==> src/rtl/sdram_arbiter.sv <==
// Shares one Avalon-MM SDRAM master between a read and a write requester.
// Reads are favoured for at most READ_BURST grants while a write is waiting.
module sdram_arbiter #(
    parameter int ADDR_WIDTH  = 24,
    parameter int DATA_WIDTH  = 32,
    parameter int MAX_PENDING = 16,
    parameter int READ_BURST  = 4
) (
    input  logic                  clk,
    input  logic                  reset,
    input  logic                  rd_req,
    input  logic [ADDR_WIDTH-1:0] rd_addr,
    output logic                  rd_ack,
    output logic [DATA_WIDTH-1:0] rd_data,
    output logic                  rd_valid,
    input  logic                  wr_req,
    input  logic [ADDR_WIDTH-1:0] wr_addr,
    input  logic [DATA_WIDTH-1:0] wr_data,
    output logic                  wr_ack,
    output logic [ADDR_WIDTH-1:0] sdaddress,
    output logic                  sdread,
    output logic                  sdwrite,
    output logic [DATA_WIDTH-1:0] sdwritedata,
    input  logic [DATA_WIDTH-1:0] sdreaddata,
    input  logic                  sdreaddatavalid,
    input  logic                  sdwaitrequest,
    output logic [7:0]            pending,
    output logic [7:0]            spurious
);

    typedef enum logic [1:0] {IDLE, READ, WRITE, ACK} state_t;

    localparam logic [7:0] MAX_PEND_L = 8'(MAX_PENDING);
    localparam logic [7:0] BURST_L    = 8'(READ_BURST);

    state_t                state_q, state_d;
    logic [ADDR_WIDTH-1:0] sdaddress_q, sdaddress_d;
    logic                  sdread_q, sdread_d;
    logic                  sdwrite_q, sdwrite_d;
    logic [DATA_WIDTH-1:0] sdwritedata_q, sdwritedata_d;
    logic                  rd_ack_q, rd_ack_d;
    logic                  wr_ack_q, wr_ack_d;
    logic [DATA_WIDTH-1:0] rd_data_q, rd_data_d;
    logic                  rd_valid_q, rd_valid_d;
    logic [7:0]            pending_q, pending_d;
    logic [7:0]            spurious_q, spurious_d;
    logic [7:0]            rd_run_q, rd_run_d;

    logic rd_elig;
    logic rd_accept;
    logic rd_return;

    assign rd_elig   = rd_req && (pending_q < MAX_PEND_L);
    assign rd_accept = (state_q == READ) && !sdwaitrequest;
    assign rd_return = sdreaddatavalid && (pending_q != 8'd0);

    always_comb begin
        state_d       = state_q;
        sdaddress_d   = sdaddress_q;
        sdread_d      = sdread_q;
        sdwrite_d     = sdwrite_q;
        sdwritedata_d = sdwritedata_q;
        rd_ack_d      = 1'b0;
        wr_ack_d      = 1'b0;
        rd_run_d      = rd_run_q;
        rd_data_d     = sdreaddata;
        rd_valid_d    = sdreaddatavalid;
        pending_d     = pending_q;
        spurious_d    = spurious_q;

        case (state_q)
            IDLE: begin
                // rd_run counts only reads granted while a write is waiting
                if (!wr_req) begin
                    rd_run_d = 8'd0;
                end
                if (rd_elig && (!wr_req || rd_run_q < BURST_L)) begin
                    sdaddress_d = rd_addr;
                    sdread_d    = 1'b1;
                    state_d     = READ;
                    if (wr_req) begin
                        rd_run_d = rd_run_q + 8'd1;
                    end
                end else if (wr_req) begin
                    sdaddress_d   = wr_addr;
                    sdwritedata_d = wr_data;
                    sdwrite_d     = 1'b1;
                    rd_run_d      = 8'd0;
                    state_d       = WRITE;
                end
            end
            READ: begin
                if (!sdwaitrequest) begin
                    sdread_d = 1'b0;
                    rd_ack_d = 1'b1;
                    state_d  = ACK;
                end
            end
            WRITE: begin
                if (!sdwaitrequest) begin
                    sdwrite_d = 1'b0;
                    wr_ack_d  = 1'b1;
                    state_d   = ACK;
                end
            end
            ACK: begin
                state_d = IDLE;
            end
            default: begin
                state_d = IDLE;
            end
        endcase

        if (rd_accept && !rd_return) begin
            pending_d = pending_q + 8'd1;
        end else if (!rd_accept && rd_return) begin
            pending_d = pending_q - 8'd1;
        end

        // Data with nothing outstanding is still forwarded, just counted
        if (sdreaddatavalid && (pending_q == 8'd0) && (spurious_q != 8'hFF)) begin
            spurious_d = spurious_q + 8'd1;
        end
    end

    always_ff @(posedge clk or posedge reset) begin
        if (reset) begin
            state_q       <= IDLE;
            sdaddress_q   <= '0;
            sdread_q      <= 1'b0;
            sdwrite_q     <= 1'b0;
            sdwritedata_q <= '0;
            rd_ack_q      <= 1'b0;
            wr_ack_q      <= 1'b0;
            rd_data_q     <= '0;
            rd_valid_q    <= 1'b0;
            pending_q     <= 8'd0;
            spurious_q    <= 8'd0;
            rd_run_q      <= 8'd0;
        end else begin
            state_q       <= state_d;
            sdaddress_q   <= sdaddress_d;
            sdread_q      <= sdread_d;
            sdwrite_q     <= sdwrite_d;
            sdwritedata_q <= sdwritedata_d;
            rd_ack_q      <= rd_ack_d;
            wr_ack_q      <= wr_ack_d;
            rd_data_q     <= rd_data_d;
            rd_valid_q    <= rd_valid_d;
            pending_q     <= pending_d;
            spurious_q    <= spurious_d;
            rd_run_q      <= rd_run_d;
        end
    end

    assign sdaddress   = sdaddress_q;
    assign sdread      = sdread_q;
    assign sdwrite     = sdwrite_q;
    assign sdwritedata = sdwritedata_q;
    assign rd_ack      = rd_ack_q;
    assign wr_ack      = wr_ack_q;
    assign rd_data     = rd_data_q;
    assign rd_valid    = rd_valid_q;
    assign pending     = pending_q;
    assign spurious    = spurious_q;

endmodule

==> config.mk <==
export PLATFORM = sky130hd
export DESIGN_NAME = sdram_arbiter
export DESIGN_NICKNAME = d
export VERILOG_FILES = /design/src/rtl/sdram_arbiter.sv
export SDC_FILE = /design/constraint.sdc
export NUM_CORES = 1
export LEC_CHECK = 0
export BUFFER_PORTS_ARGS = -buffer_cell sky130_fd_sc_hd__buf_2
export CORE_ASPECT_RATIO = 1.2
export CORE_MARGIN = 3
export CORE_UTILIZATION = 35
export CTS_CLUSTER_SIZE = 8
export DETAILED_ROUTE_END_ITERATION = 6
export MAX_ROUTING_LAYER = met4
export PLACE_DENSITY = 0.69
export SYNTH_ARGS = -nofsm -noshare
export SYNTH_HDL_FRONTEND = slang
export SYNTH_SLANG_ARGS = --single-unit
export TNS_END_PERCENT = 50
==> constraint.sdc <==
create_clock -name clk -period 3.09 [get_ports clk]
set_input_delay 0.1545 -clock clk [delete_from_list [all_inputs] [get_ports clk]]
set_output_delay 0.1545 -clock clk [all_outputs]
set_load 0.01 [all_outputs]
# Word level (Yosys, flattened, before mapping)
# Cells that the tools add are included.
[totals]
regBits = 119
[op_classes]
order_cmp = 2
n_eq_ne = 11
n_mux = 19
n_reduce_logical = 26
addsub = 4
bitwise = 1
[op_table]
columns = ["op", "n"]
rows = [
  ["2-to-1 mux 24 bit", 2],
  ["2-to-1 mux 8 bit", 4],
  ["adder 8 x 1 -> 8 bit, second input constant", 3],
  ["!= test 2 bit, second input constant", 6],
  ["logical AND 1 bit", 8],
  ["zero test 8 bit", 1],
  ["< comparator 8 x 3 -> 1 bit, second input constant", 1],
  ["< comparator 8 x 5 -> 1 bit, second input constant", 1],
  ["!= test 8 bit, second input constant", 1],
  ["nonzero test 2 bit", 4],
  ["nonzero test 8 bit", 1],
  ["subtractor 8 x 1 -> 8 bit, second input constant", 1],
  ["2-to-1 mux 1 bit", 7],
  ["2-to-1 mux 2 bit", 3],
  ["case mux 2 bit (3 select lines)", 1],
  ["AND reduction 3 bit", 2],
  ["== test 2 bit, second input constant", 2],
  ["zero test 1 bit", 4],
  ["case mux 1 bit (2 select lines)", 2],
  ["AND reduction 2 bit", 2],
  ["AND reduction 4 bit", 1],
  ["!= test 3 bit, second input constant", 1],
  ["== test 2 x 1 -> 1 bit, second input constant", 1],
  ["zero test 2 bit", 1],
  ["3 further kinds", 3],
]

# Longest topological paths before layout
[depth]
ltp_word = 6
ltp_mapped = 11

# Least setup slack after synthesis
# Ideal clock, no wire load.
[synth_path]
kind = "register to register"
startpoint = "register pending_q[4], in the netlist pending[4]"
endpoint = "register pending_q[7], in the netlist pending[7]"
period_less_slack_ns = 2.746
path_stages_with_launch = 12
required_ns = 3.010
setup_time_ns = 0.080
n_path_buf = 0
t_arrival_ns = 2.666
setup_slack_ns = 0.344
path_cell_list = "dfrtp_1 -> nor4_4 -> nand2_1 -> nand2_1 -> ha_1 -> inv_1 -> ha_1 -> and3_1 -> a2111oi_4 -> nor4_1 -> a311oi_1 -> xnor2_1"
[synth_via]
elab_chain_len = 5
elab_cells_between_ends = 10
cone_classes = "add/sub: 2; mux: 2; reduce/logical: 6"
[synth_lines]
columns = ["item", "line", "source"]
rows = [
  ["from (decl)", "45", "logic [7:0] pending_q, pending_d;"],
  ["from (signal assigned)", "150", "pending_q <= pending_d;"],
  ["parallel branches: the longest is 5 deep, another holds subtractor 8 x 1 -> 8 bit", "--", ""],
]
# Several ways; the timed one is not identified. The select of a mux whose other input is x is not followed.
# A chain may end at the register's enable or synchronous reset.

# Worst setup path after layout
[layout_path]
startpoint = "register pending_q[0], in the netlist pending[0]"
endpoint = "register pending_q[7], in the netlist pending[7]"
# The elaborated chain is that of the path after synthesis.

==> flow_summary.yaml <==
clock_network:
  cts_tree: "built"
  cts.path.max_buffers: 2
  root_buffer: "clkbuf_16"
  path_clk_slew_ns: 0.05
  numClockSinks: 119
  cts_max_level: 4
  cts_buffers: 17
  clock_latency_ns: 0.41
finish:
  antenna_cells: 0
  drive_above_1_share_pct: 45.0
  area_growth_syn_to_layout_pct: 52.7
  layout_commonest_cell: "buf_2"
  fin_nets: 798
  final_area_um2: 7480
  layout_common_cells: "buf_2 (226), dfrtp_1 (119), dlygate4sd3_1 (67)"
synthesis:
  ys_types: 44
  synth_nets: 493
  ys.flop_type: "dfrtp_1"
  syn_inst: 361
  syn_area_um2: 4900
  synth_edf_count: 0
  synth_warnings: 0
  avgSynthCellArea_um2: 13.6
  seq_area_frac_synth_pct: 60.8
  async_reset_ff_share_pct: 100
  synth_seq_cells: 119
worst_hold_path:
  hp-class: "in -> reg"
worst_setup_path:
  cpLargestDelayFamily: "simple AND/OR/NAND/NOR gates"
  start_kind: "flip-flop"
  critical_path.max_stage_delay_ns: 0.45
  critPathCaptureType: "flip-flop"
  cp.arrival_ns: 3.20
  timing.critical_path.mode_cell: "nand2_1"
  path_cells: "nor4_4 > nand2_1 > nand2_1 > ha_2 > inv_2 > ha_1 > and3_1 > a2111oi_4 > nor4_1 > a311oi_1 > xnor2_1"
  required_ns: 3.42
  path_max_fanout: 8
  critPathKind: "reg -> reg"
  crit_slowest_cell: "dfrtp_1"
  critPathBufInv: 1
power_and_ir_drop:
  irDropWorstVdd_mv: 0.469
  powerDensity_nw_per_um2: 907
  totalPowerFinal_w: 0.00678
  power.leakage_nw: 3.75
route:
  wl_per_cell_um: 15.0
  drc: 0
  wl_um: 12700
  initialDrtViolationCount: 114
  vias: 3859
  viasPerCell: 4.56
  antenna_left: 0
  firstDrtPassIters: 4
timing:
  relSlewSlack_pct: 38.3
  final_hold_viol_count: 0
  setup_viol: 0
  max_freq_mhz: 349
  slew_viol_final: 0
  tns_ns: 0
  finalClockSkew_ns: 0.00683
  finalCriticalPeriod_ns: 2.87
  tightest_slew_ns: 0.925
  rsz0062_at_grt: "false"
  period_share_pct: 92.8
grt:
  grt_first_pass_wirelength_um: 20000
  grt_overflow: 0
  first_global_vias: 4081
  grt_use_total_pct: 17.1
  grt_max_degree: 75
  grt_antenna_before_repair: 0
place:
  port_buffers: 226
  place.gp.congestion: 0.754
  placed_area_um2: 6190
  hpwlAfterDp_um: 8650
status:
  outcome: "finished, final reports clean"
floorplan:
  ioPinCount: 227
  die_w_um: 114
  num_rows: 46
  die_area_um2: 15500
  core_area_um2: 13500
  initial_core_util_pct: 36.4
  die_h_um: 136
run:
  drv_cap: 0
## routing by layer
layer  track usage [%]  share of wire, %
met5                 -                 0
met4              6.07               2.1
met3              5.27               5.7
met2              30.1                54
met1              18.1                38
## sequential cells by signal, indices dropped and copies added (netlist names)
register / cells
pending: 8
rd_ack: 1
rd_data: 32
rd_run_q: 8
rd_valid: 1
sdaddress: 24
sdread: 1
sdwrite: 1
sdwritedata: 32
spurious: 8
state_q: 2
wr_ack: 1
## what timing repair did
action,CTS,global route
endpoints found under the setup margin,0,2
hold buffers,67,0
setup buffers,0,1
gates resized for setup,0,4
hold endpoints to repair,111,0
## path summary, 6_finish.rpt
kind | from | to | slack (ns) | depth (start not counted)
worst min register to register | sdaddress[18] | sdaddress[18] | 0.47 | 2
worst max register to register | pending[0] | pending[7] | 0.22 | 11
worst max-delay path | pending[0] | pending[7] | 0.22 | 11
min in group asynchronous | reset | rd_data[25] | 0.50 | 4
worst min-delay path | wr_addr[3] | sdaddress[3] | 0.02 | 3
max in group asynchronous | reset | spurious[3] | 1.83 | 4
## tightest hold or removal path, delay by kind of cell
family | cells | cell delay [ns]
mux | 1 | 0.05
compound gates | 1 | 0.11
buf+inv | 1 | 0.07
## synthesized netlist by cell type (all sizes together), types with 7 or more instances
library cell / n / share of area [%]
mux2i: 28 / 5.7
clkbuf: 7 / 0.54
ha: 13 / 3.3
nand2: 37 / 2.9
dfrtp: 119 / 61
buf: 7 / 1.6
inv: 11 / 0.84
nand3: 7 / 0.72
a21oi: 7 / 0.79
o21ai: 33 / 3.4
mux2: 33 / 9.9
nor2b: 8 / 1.0
xor2: 8 / 1.4
## metrics by stage
step                      std cells  hold slack [ns]  utilization [%]  setup WS, ns
after floorplan                 361            0.186                -         0.344
after CTS                       845          0.00181             55.4       0.00584
after global routing            846           0.0172             55.6        0.0336
after detailed placement        747            0.264             46.0        0.0262
after global placement          747            0.262             46.0         0.134
final                           846           0.0205             55.6         0.222
## cell type report
class	count	area, µm²
Clock buffer	23	498
Clock inverter	8	95.1
Fill cell	1127	5990
Inverter	11	45.0
Multi-Input combinational cell	217	1800
Sequential cell	119	2980
Tap cell	168	210
Timing Repair Buffer	300	1850
## report_power, final
group / switching [W] / internal (W) / leakage (nW) / total, W
sequential: 0.000317 / 0.00205 / 1.45 / 0.00237
clock: 0.000648 / 0.00128 / 0.291 / 0.00193
combinational: 0.00124 / 0.00125 / 2.01 / 0.00248
total: 0.00220 / 0.00458 / 3.75 / 0.00678
## cell families (layout without fill, tap and decap cells)
kind of cell    Yosys count  count (layout)  synth area share [%]
compound gates           58              58                  7.66
mux                      61              61                  15.6
buf+inv                  25             342                  2.94
fa+ha+maj                14              14                  3.73
xor+xnor                 12              12                  2.15
flops                   119             119                  60.8
simple gates             72              72                  7.13
No activity file was read; power rests on OpenSTA's default activity.
